==> config.mk <==
export PLATFORM = sky130hd
export DESIGN_NAME = uart_tx_port
export DESIGN_NICKNAME = d
export VERILOG_FILES = /design/src/rtl/uart_tx_port.sv
export SDC_FILE = /design/constraint.sdc
export NUM_CORES = 1
export LEC_CHECK = 0
export CAP_MARGIN = 30
export CELL_PAD_IN_SITES_DETAIL_PLACEMENT = 1
export CELL_PAD_IN_SITES_GLOBAL_PLACEMENT = 1
export CORE_MARGIN = 8
export CORE_UTILIZATION = 43
export CTS_CLUSTER_DIAMETER = 80
export DETAILED_ROUTE_END_ITERATION = 8
export PLACE_DENSITY = 0.92
export SLEW_MARGIN = 20
export SYNTH_ARGS = -nofsm -noshare
export SYNTH_HDL_FRONTEND = slang
export SYNTH_SLANG_ARGS = --single-unit
==> constraint.sdc <==
create_clock -name clk -period 3.4 [get_ports clk]
set_input_delay 0.68 -clock clk [delete_from_list [all_inputs] [get_ports clk]]
set_output_delay 0.68 -clock clk [all_outputs]
set_load 0.005 [all_outputs]
==> src/rtl/uart_tx_port.sv <==
// Register-bus 8N1 UART transmitter with a status register (busy/full/overflow).
// Build option: define UART_TX_FIFO_EN for a FIFO_DEPTH queue, otherwise a single holding register.
module uart_tx_port #(
    parameter int CLOCKS_PER_BIT = 217,
    parameter int FIFO_DEPTH     = 8,
    parameter int BASE_INDEX     = 7
) (
    input  logic        clk,
    input  logic        reset,
    input  logic [6:0]  register_index,
    input  logic        register_write,
    input  logic [15:0] register_write_value,
    input  logic        register_read,
    output logic [15:0] register_read_value,
    output logic        uart_tx
);
    // state  | meaning
    // IDLE   | line high, waiting for a queued byte
    // START  | start bit (low)
    // DATA   | eight data bits, LSB first
    // STOP   | stop bit (high); may chain straight into the next START
    localparam logic [1:0] ST_IDLE  = 2'd0;
    localparam logic [1:0] ST_START = 2'd1;
    localparam logic [1:0] ST_DATA  = 2'd2;
    localparam logic [1:0] ST_STOP  = 2'd3;

    localparam logic [6:0]  DATA_IDX = 7'(BASE_INDEX);
    localparam logic [6:0]  STAT_IDX = 7'(BASE_INDEX + 1);
    localparam logic [15:0] BIT_LOAD = 16'(CLOCKS_PER_BIT - 1);

    logic        data_wr, status_rd, data_rd;
    logic        pop, push_ok, ovf_set;
    logic        full, empty, busy;
    logic [7:0]  head;
    logic [7:0]  wdata;
    logic        unused_hi;

    assign data_wr   = register_write && (register_index == DATA_IDX);
    assign status_rd = register_read && (register_index == STAT_IDX);
    assign data_rd   = register_read && (register_index == DATA_IDX);
    assign wdata     = register_write_value[7:0];
    assign unused_hi = ^register_write_value[15:8];

    // A pop on the same edge frees a slot, so a write to a full queue still lands.
    assign push_ok = data_wr && (!full || pop);
    assign ovf_set = data_wr && full && !pop;

`ifdef UART_TX_FIFO_EN
    localparam int PTR_W = $clog2(FIFO_DEPTH);
    localparam logic [PTR_W:0] DEPTH_CNT = (PTR_W + 1)'(FIFO_DEPTH);

    logic [7:0]     mem_q [FIFO_DEPTH];
    logic [7:0]     mem_d [FIFO_DEPTH];
    logic [PTR_W-1:0] wr_ptr_q, wr_ptr_d, rd_ptr_q, rd_ptr_d;
    logic [PTR_W:0]   count_q, count_d;

    assign full  = (count_q == DEPTH_CNT);
    assign empty = (count_q == '0);
    assign head  = mem_q[rd_ptr_q];

    always_comb begin
        mem_d    = mem_q;
        wr_ptr_d = wr_ptr_q;
        rd_ptr_d = rd_ptr_q;
        count_d  = count_q;
        if (push_ok) begin
            mem_d[wr_ptr_q] = wdata;
            wr_ptr_d        = wr_ptr_q + 1'b1;
        end
        if (pop) begin
            rd_ptr_d = rd_ptr_q + 1'b1;
        end
        case ({push_ok, pop})
            2'b10:   count_d = count_q + 1'b1;
            2'b01:   count_d = count_q - 1'b1;
            default: count_d = count_q;
        endcase
    end

    always_ff @(posedge clk) begin
        mem_q <= mem_d;
    end

    always_ff @(posedge clk) begin
        if (reset) begin
            wr_ptr_q <= '0;
            rd_ptr_q <= '0;
            count_q  <= '0;
        end else begin
            wr_ptr_q <= wr_ptr_d;
            rd_ptr_q <= rd_ptr_d;
            count_q  <= count_d;
        end
    end
`else
    localparam int unused_depth = FIFO_DEPTH;

    logic [7:0] hold_q, hold_d;
    logic       hold_valid_q, hold_valid_d;

    assign full  = hold_valid_q;
    assign empty = !hold_valid_q;
    assign head  = hold_q;

    always_comb begin
        hold_d       = hold_q;
        hold_valid_d = hold_valid_q;
        if (push_ok) begin
            hold_d       = wdata;
            hold_valid_d = 1'b1;
        end else if (pop) begin
            hold_valid_d = 1'b0;
        end
    end

    always_ff @(posedge clk) begin
        if (reset) begin
            hold_q       <= '0;
            hold_valid_q <= 1'b0;
        end else begin
            hold_q       <= hold_d;
            hold_valid_q <= hold_valid_d;
        end
    end
`endif

    logic [1:0]  state_q, state_d;
    logic [15:0] timer_q, timer_d;
    logic [2:0]  bit_cnt_q, bit_cnt_d;
    logic [7:0]  shift_q, shift_d;
    logic        tx_q, tx_d;
    logic        overflow_q, overflow_d;
    logic [15:0] rd_val_q, rd_val_d;
    logic        timer_done;

    assign timer_done = (timer_q == 16'd0);
    assign busy       = !empty || (state_q != ST_IDLE);

    always_comb begin
        state_d   = state_q;
        timer_d   = timer_q;
        bit_cnt_d = bit_cnt_q;
        shift_d   = shift_q;
        tx_d      = tx_q;
        pop       = 1'b0;
        case (state_q)
            ST_IDLE: begin
                tx_d = 1'b1;
                if (!empty) begin
                    pop     = 1'b1;
                    shift_d = head;
                    tx_d    = 1'b0;
                    timer_d = BIT_LOAD;
                    state_d = ST_START;
                end
            end
            ST_START: begin
                if (timer_done) begin
                    tx_d      = shift_q[0];
                    shift_d   = {1'b0, shift_q[7:1]};
                    bit_cnt_d = 3'd0;
                    timer_d   = BIT_LOAD;
                    state_d   = ST_DATA;
                end else begin
                    timer_d = timer_q - 16'd1;
                end
            end
            ST_DATA: begin
                if (timer_done) begin
                    timer_d = BIT_LOAD;
                    if (bit_cnt_q == 3'd7) begin
                        tx_d    = 1'b1;
                        state_d = ST_STOP;
                    end else begin
                        tx_d      = shift_q[0];
                        shift_d   = {1'b0, shift_q[7:1]};
                        bit_cnt_d = bit_cnt_q + 3'd1;
                    end
                end else begin
                    timer_d = timer_q - 16'd1;
                end
            end
            ST_STOP: begin
                if (timer_done) begin
                    if (!empty) begin
                        pop     = 1'b1;
                        shift_d = head;
                        tx_d    = 1'b0;
                        timer_d = BIT_LOAD;
                        state_d = ST_START;
                    end else begin
                        tx_d    = 1'b1;
                        state_d = ST_IDLE;
                    end
                end else begin
                    timer_d = timer_q - 16'd1;
                end
            end
            default: begin
                tx_d    = 1'b1;
                state_d = ST_IDLE;
            end
        endcase
    end

    // Status read returns the pre-edge overflow; a same-edge overflow leaves it set.
    always_comb begin
        overflow_d = (overflow_q && !status_rd) || ovf_set;
        rd_val_d   = rd_val_q;
        if (status_rd) begin
            rd_val_d = {13'd0, overflow_q, full, busy};
        end else if (data_rd) begin
            rd_val_d = 16'd0;
        end
    end

    always_ff @(posedge clk) begin
        if (reset) begin
            state_q    <= ST_IDLE;
            timer_q    <= '0;
            bit_cnt_q  <= '0;
            shift_q    <= '0;
            tx_q       <= 1'b1;
            overflow_q <= 1'b0;
            rd_val_q   <= '0;
        end else begin
            state_q    <= state_d;
            timer_q    <= timer_d;
            bit_cnt_q  <= bit_cnt_d;
            shift_q    <= shift_d;
            tx_q       <= tx_d;
            overflow_q <= overflow_d;
            rd_val_q   <= rd_val_d;
        end
    end

    assign uart_tx             = tx_q;
    assign register_read_value = rd_val_q;

endmodule

### Word level (Yosys, flattened, before mapping)

Cells that the tools add are included.

* reductions and logical operators: 24
* eq/ne operators: 12
* multiplexer cells: 34
* add/subtract/negate cells: 2

Operators with widths (count)
* 16-bit 2-to-1 mux: 3
* 16-bit one-hot mux with 3 select lines: 1
* 8-bit 2-to-1 mux: 5
* 8-bit one-hot mux with 4 select lines: 1
* 16-bit zero test: 1
* 16-bit by 1-bit subtractor with 16-bit output, second input constant: 1
* 3-bit 2-to-1 mux: 5
* 2-bit != test, second input constant: 6
* 1-bit 2-to-1 mux: 10
* 2-bit 2-to-1 mux: 5
* 2-bit one-hot mux with 4 select lines: 1
* 4-bit AND reduction: 2
* 2-bit nonzero test: 4
* 7-bit by 3-bit equality test with 1-bit output, second input constant: 1
* 7-bit by 4-bit equality test with 1-bit output, second input constant: 1
* 1-bit logical AND: 7
* 3-bit one-hot mux with 2 select lines: 1
* 5-bit AND reduction: 1
* 2-bit equality test, second input constant: 2
* 1-bit one-hot mux with 4 select lines: 1
* 3-bit by 1-bit adder with 3-bit output, second input constant: 1
* 3-bit equality test, second input constant: 1
* 1-bit zero test: 3
* 1-bit logical OR: 3
* 5 further kinds: 5

* bits in registers: 43

### Longest topological paths before layout

* word-level depth: 6
* mapped depth: 9
* depth with buffers taken out: 7

### Worst setup path before layout

Ideal clock, no wire load.

* kind: register to register
* start point: register state_q[1]
* end point: register timer_q[5]
* stages on the path, launching flop included: 10
* setup slack: 1.263 ns
* data arrival time: 2.052 ns
* path buffers: 2
* library setup time: 0.086 ns
* required time: 3.314 ns
* path through: dfxtp_1 inv_1 ha_1 buf_2 nor2_1 or2_2 clkbuf_1 nor2_1 o21ai_0 a211oi_1

* longest elaborated chain between the ends: 3
* elaborated cells between the ends (all ways): 6
* classes of those cells: 3 x eq/ne; 1 x mux; 2 x reduce/logical

Ends and longest elaborated chain
* start: declaration: RTL line 127 `logic [1:0] state_q, state_d;`
* start signal: assignment: RTL line 227 `state_q <= state_d;`
* 2-bit equality test / 2-bit by 1-bit equality test with 1-bit output (equally long branches): RTL line 146 `case (state_q)`
* 2-bit OR reduction (no source line)
* 16-bit one-hot mux with 3 select lines (*): RTL line 146
* end signal: assignment: RTL line 228 `timer_q <= timer_d;`
* end: declaration: RTL line 128 `logic [15:0] timer_q, timer_d;`

Every way passes the cells marked *; elsewhere a longest branch is shown, timed or not.
A chain may end at the register's enable or synchronous reset.

### Final worst setup path

* start point: register state_q[1]
* end point: register timer_q[15]

The elaborated chain is that of the path after synthesis.

==> metrics.md <==
| Metric | Value |
|---|---|
| DIE HEIGHT | `92.36 um` |
| Hold_sp | `head[5]$_SDFFE_PP0P_` |
| Pre-CTS setup slack | `0.9023 ns` |
| CP Capture Type | `flip-flop` |
| Final hold viol count | `0` |
| Via count | `2,099` |
| Wirelength, routed | `about 6400 um` |
| Final cycle utilization of the critical path | `roughly 73%` |
| Post-CTS Setup Inserts | `0` |
| Htree depth | `2` |
| Setup slack after layout | `0.9241 ns` |
| Reg2Reg Depth | `6` |
| Async S/R FF share, synth | `0%` |
| Register area | `860.8 um^2` |
| Routability cong. | `0.8157` |
| Slowest-stage cell, CP | `nor2_1` |
| RSZ-0062 raised after global routing | `false` |
| CTS Buffer Depth | `2` |
| Critical Path Fanout Max | `9` |
| Flop2flop setup slack | `0.92 ns` |
| DR iter-0 viols | `130` |
| CP endpoint | `timer_q[15]$_SDFF_PP0_` |
| WL per Instance | `17.09 um` |
| Setup violations, final | `0` |
| Worst path arrival time | `2.68 ns` |
| Crit path top cell by count | `nor2_1` |
| # DRC | `0` |
| DP HPWL | `~4600 um` |
| Initial Utilization | `43.38%` |
| Leading cell type in the layout, fill and taps excluded | `dfxtp_1` |
| PwrDens | `507.3 mW/mm^2` |
| Status | `completed` |
| GR Util All Layers | `between 15 and 20%` |
| Slew HR | `56.31%` |
| Post-CTS Hold Buffers | `0` |
| Tightest Pin Transition | `between 0.6 and 0.7 ns` |
| Hold slack final | `approximately 0.48 ns` |
| IO Pins | `44` |
| Most used flip-flop cell after synthesis | `dfxtp_1` |
| Synth unique cells | `56` |
| FF-to-FF End | `timer_q[15]$_SDFF_PP0_` |
| Multi-input gate area | `roughly 0.0015 mm^2` |
| Mapped Area | `0.002507 mm^2` |
| Leak | `about 0.0010 uW` |
| Max-cap violation count | `0` |
| Final non-filler cell total | `between 300 and 400` |
| Peak supply drop | `around 0.24 mV` |
| FILL cells | `688` |
| Cell count after synthesis | `281` |
| Critical path, cell by cell | `ha_1 -> nor2_1 -> or2_2 -> nor2_1 -> a31oi_1 -> a311oi_1` |
| Core Region | `0.005781 mm^2` |
| Levels on crit path | `6` |
| CTS tree | `done` |
| Hold Crit Depth | `2` |
| CP bufs+invs | `0` |
| Req. time, crit path | `3.61 ns` |
| Die ar. | `~0.0085 mm^2` |
| EDFF count, synth | `0` |
| Die X | `92.36 um` |
| IO Port Bufs | `22` |
| Antenna diodes | `0` |
| CP Launch Type | `flip-flop` |
| Placed Cells | `365` |
| Hold Path Class | `reg -> reg` |
| Ys Warns | `0` |
| Kind of critical path | `reg -> reg` |
| Root Buffer | `clkbuf_8` |
| Top delay family on crit path | `simple AND/OR/NAND/NOR gates` |
| Total grt overflow | `0` |
| Largest net degree at the start of global routing | `42` |
| CTS buffer count | `5` |
| DR vias/cell | `between 5 and 6` |
| Num rows | `28` |
| Min Clock Period, post-route | `2.476 ns` |
| Synth Register Bits | `43` |
| Sequential share of the synthesized area | `34.33%` |
| Final Net Count | `333` |
| Fmax | `403.9 MHz` |
| Share of layout cells above drive strength 1 | `under 10%` |
| P&R area growth vs syn | `13.37%` |
| RR Startpoint | `state_q[1]$_SDFFE_PP0P_` |
| Final ANT Viol Nets | `0` |
| # clock sinks | `43` |
| Vias in the first global route | `between 2,000 and 2,500` |
| DR pass1 iterations | `4` |
| Commonest cells after routing, fill and taps aside | `dfxtp_1, nor2_1, nand2b_1` |
| Clk pin slew, worst setup/hold paths | `0.09 ns` |
| First-pass GRT wire length | `around 11,000 um` |
| Post-CTS sizing | `0` |
| Initial antenna violation count | `0` |
| Final slew viol count | `0` |
| Core Util, Final | `49.18%` |
| Critical path's largest stage delay | `0.49 ns` |
| Worst-skew pair later-pin latency | `~0.30 ns` |
| Setup_tns | `0 ns` |
| Layout Skew | `0.01261 ns` |
| CP Launch Point | `state_q[1]$_SDFFE_PP0P_` |
| Syn avg cell area | `8.923 um^2` |
## cell families (layout without fill, tap and decap cells)
| group | count (synthesis) | after routing | synth area share [%] |
|---|---|---|---|
| other | 1 | 13 | 0.1496 |
| XOR/XNOR | 1 | 1 | 0.3494 |
| adder cells (fa/ha/maj) | 9 | 9 | 4.491 |
| AO/OA/AOI/OAI | 83 | 83 | 23.60 |
| flip-flops | 43 | 43 | 34.33 |
| multiplexers | 17 | 17 | 6.786 |
| AND/OR/NAND/NOR | 93 | 93 | 22.56 |
| buffers and inverters | 34 | 39 | 7.734 |
## state kept, by name (all words and copies together), names as in the netlist
register,count
timer_q,16
head,8
shift_q,8
bit_cnt_q,3
register_read_value,3
state_q,2
full,1
overflow_q,1
uart_tx,1
## cell type report
cell class                 count  area share, %
tap                           75          3.301
sequential                    43          30.28
inverter                       7         0.9243
clock buffer                   5          2.421
multi-input combinational    216          52.68
clock inverter                 3          1.673
timing repair buffer          24          8.715
## power breakdown
| group | switching, uW | total (uW) | leakage, uW | internal (uW) |
|---|---|---|---|---|
| clock | 198 | 421 | 0.0000587 | 223 |
| combinational | 297 | 472 | 0.000595 | 175 |
| sequential | 18.7 | 549 | 0.000347 | 530 |
## worst min path at each step
stage	to
6_report	head[5]$_SDFFE_PP0P_
4_1_cts	overflow_q$_SDFF_PP0_
3_5_place_dp	overflow_q$_SDFF_PP0_
5_1_grt	head[1]$_SDFFE_PP0P_
2_1_floorplan	overflow_q$_SDFF_PP0_
3_3_place_gp	shift_q[7]$_SDFFE_PP0P_
## stage by stage
| stage | cell area [um^2] | total power [uW] |
|---|---|---|
| detailed placement | 2726 | 1027 |
| global placement | 2726 | 999.3 |
| floorplan | 2552 | 939.0 |
| CTS | 2843 | 1455 |
| finish | 2843 | 1442 |
| global route | 2843 | 1517 |
## worst register-to-register path, stage by stage, from the launching register on
cell	delay, ns
dfxtp_1	0.44
ha_1	0.41
nor2_1	0.19
or2_2	0.38
nor2_1	0.49
a31oi_1	0.19
a311oi_1	0.28
## cell usage after synthesis, drive strengths merged (7+ instances only)
library cell	n	area share, %
ha	9	4.5
inv	7	1.0
nand2b	26	6.5
dfxtp	43	34
nand2	8	1.2
clkbuf	9	1.3
o21ai	11	2.2
a21oi	25	5.7
nor3	7	1.6
nor2	27	4.0
a211oi	13	4.3
mux2i	17	6.8
buf	18	5.3
## metal layers
layer / vias to the layer above / GRT usage, % / wire length (um)
li1: 1032 / - / -
met1: 1035 / 17.58 / 2656
met2: 26 / 28.78 / 3446
met3: 6 / 2.994 / 209
met4: 0 / 4.430 / 62
met5: - / 0 / 0
(Power assumes the default switching activity.)
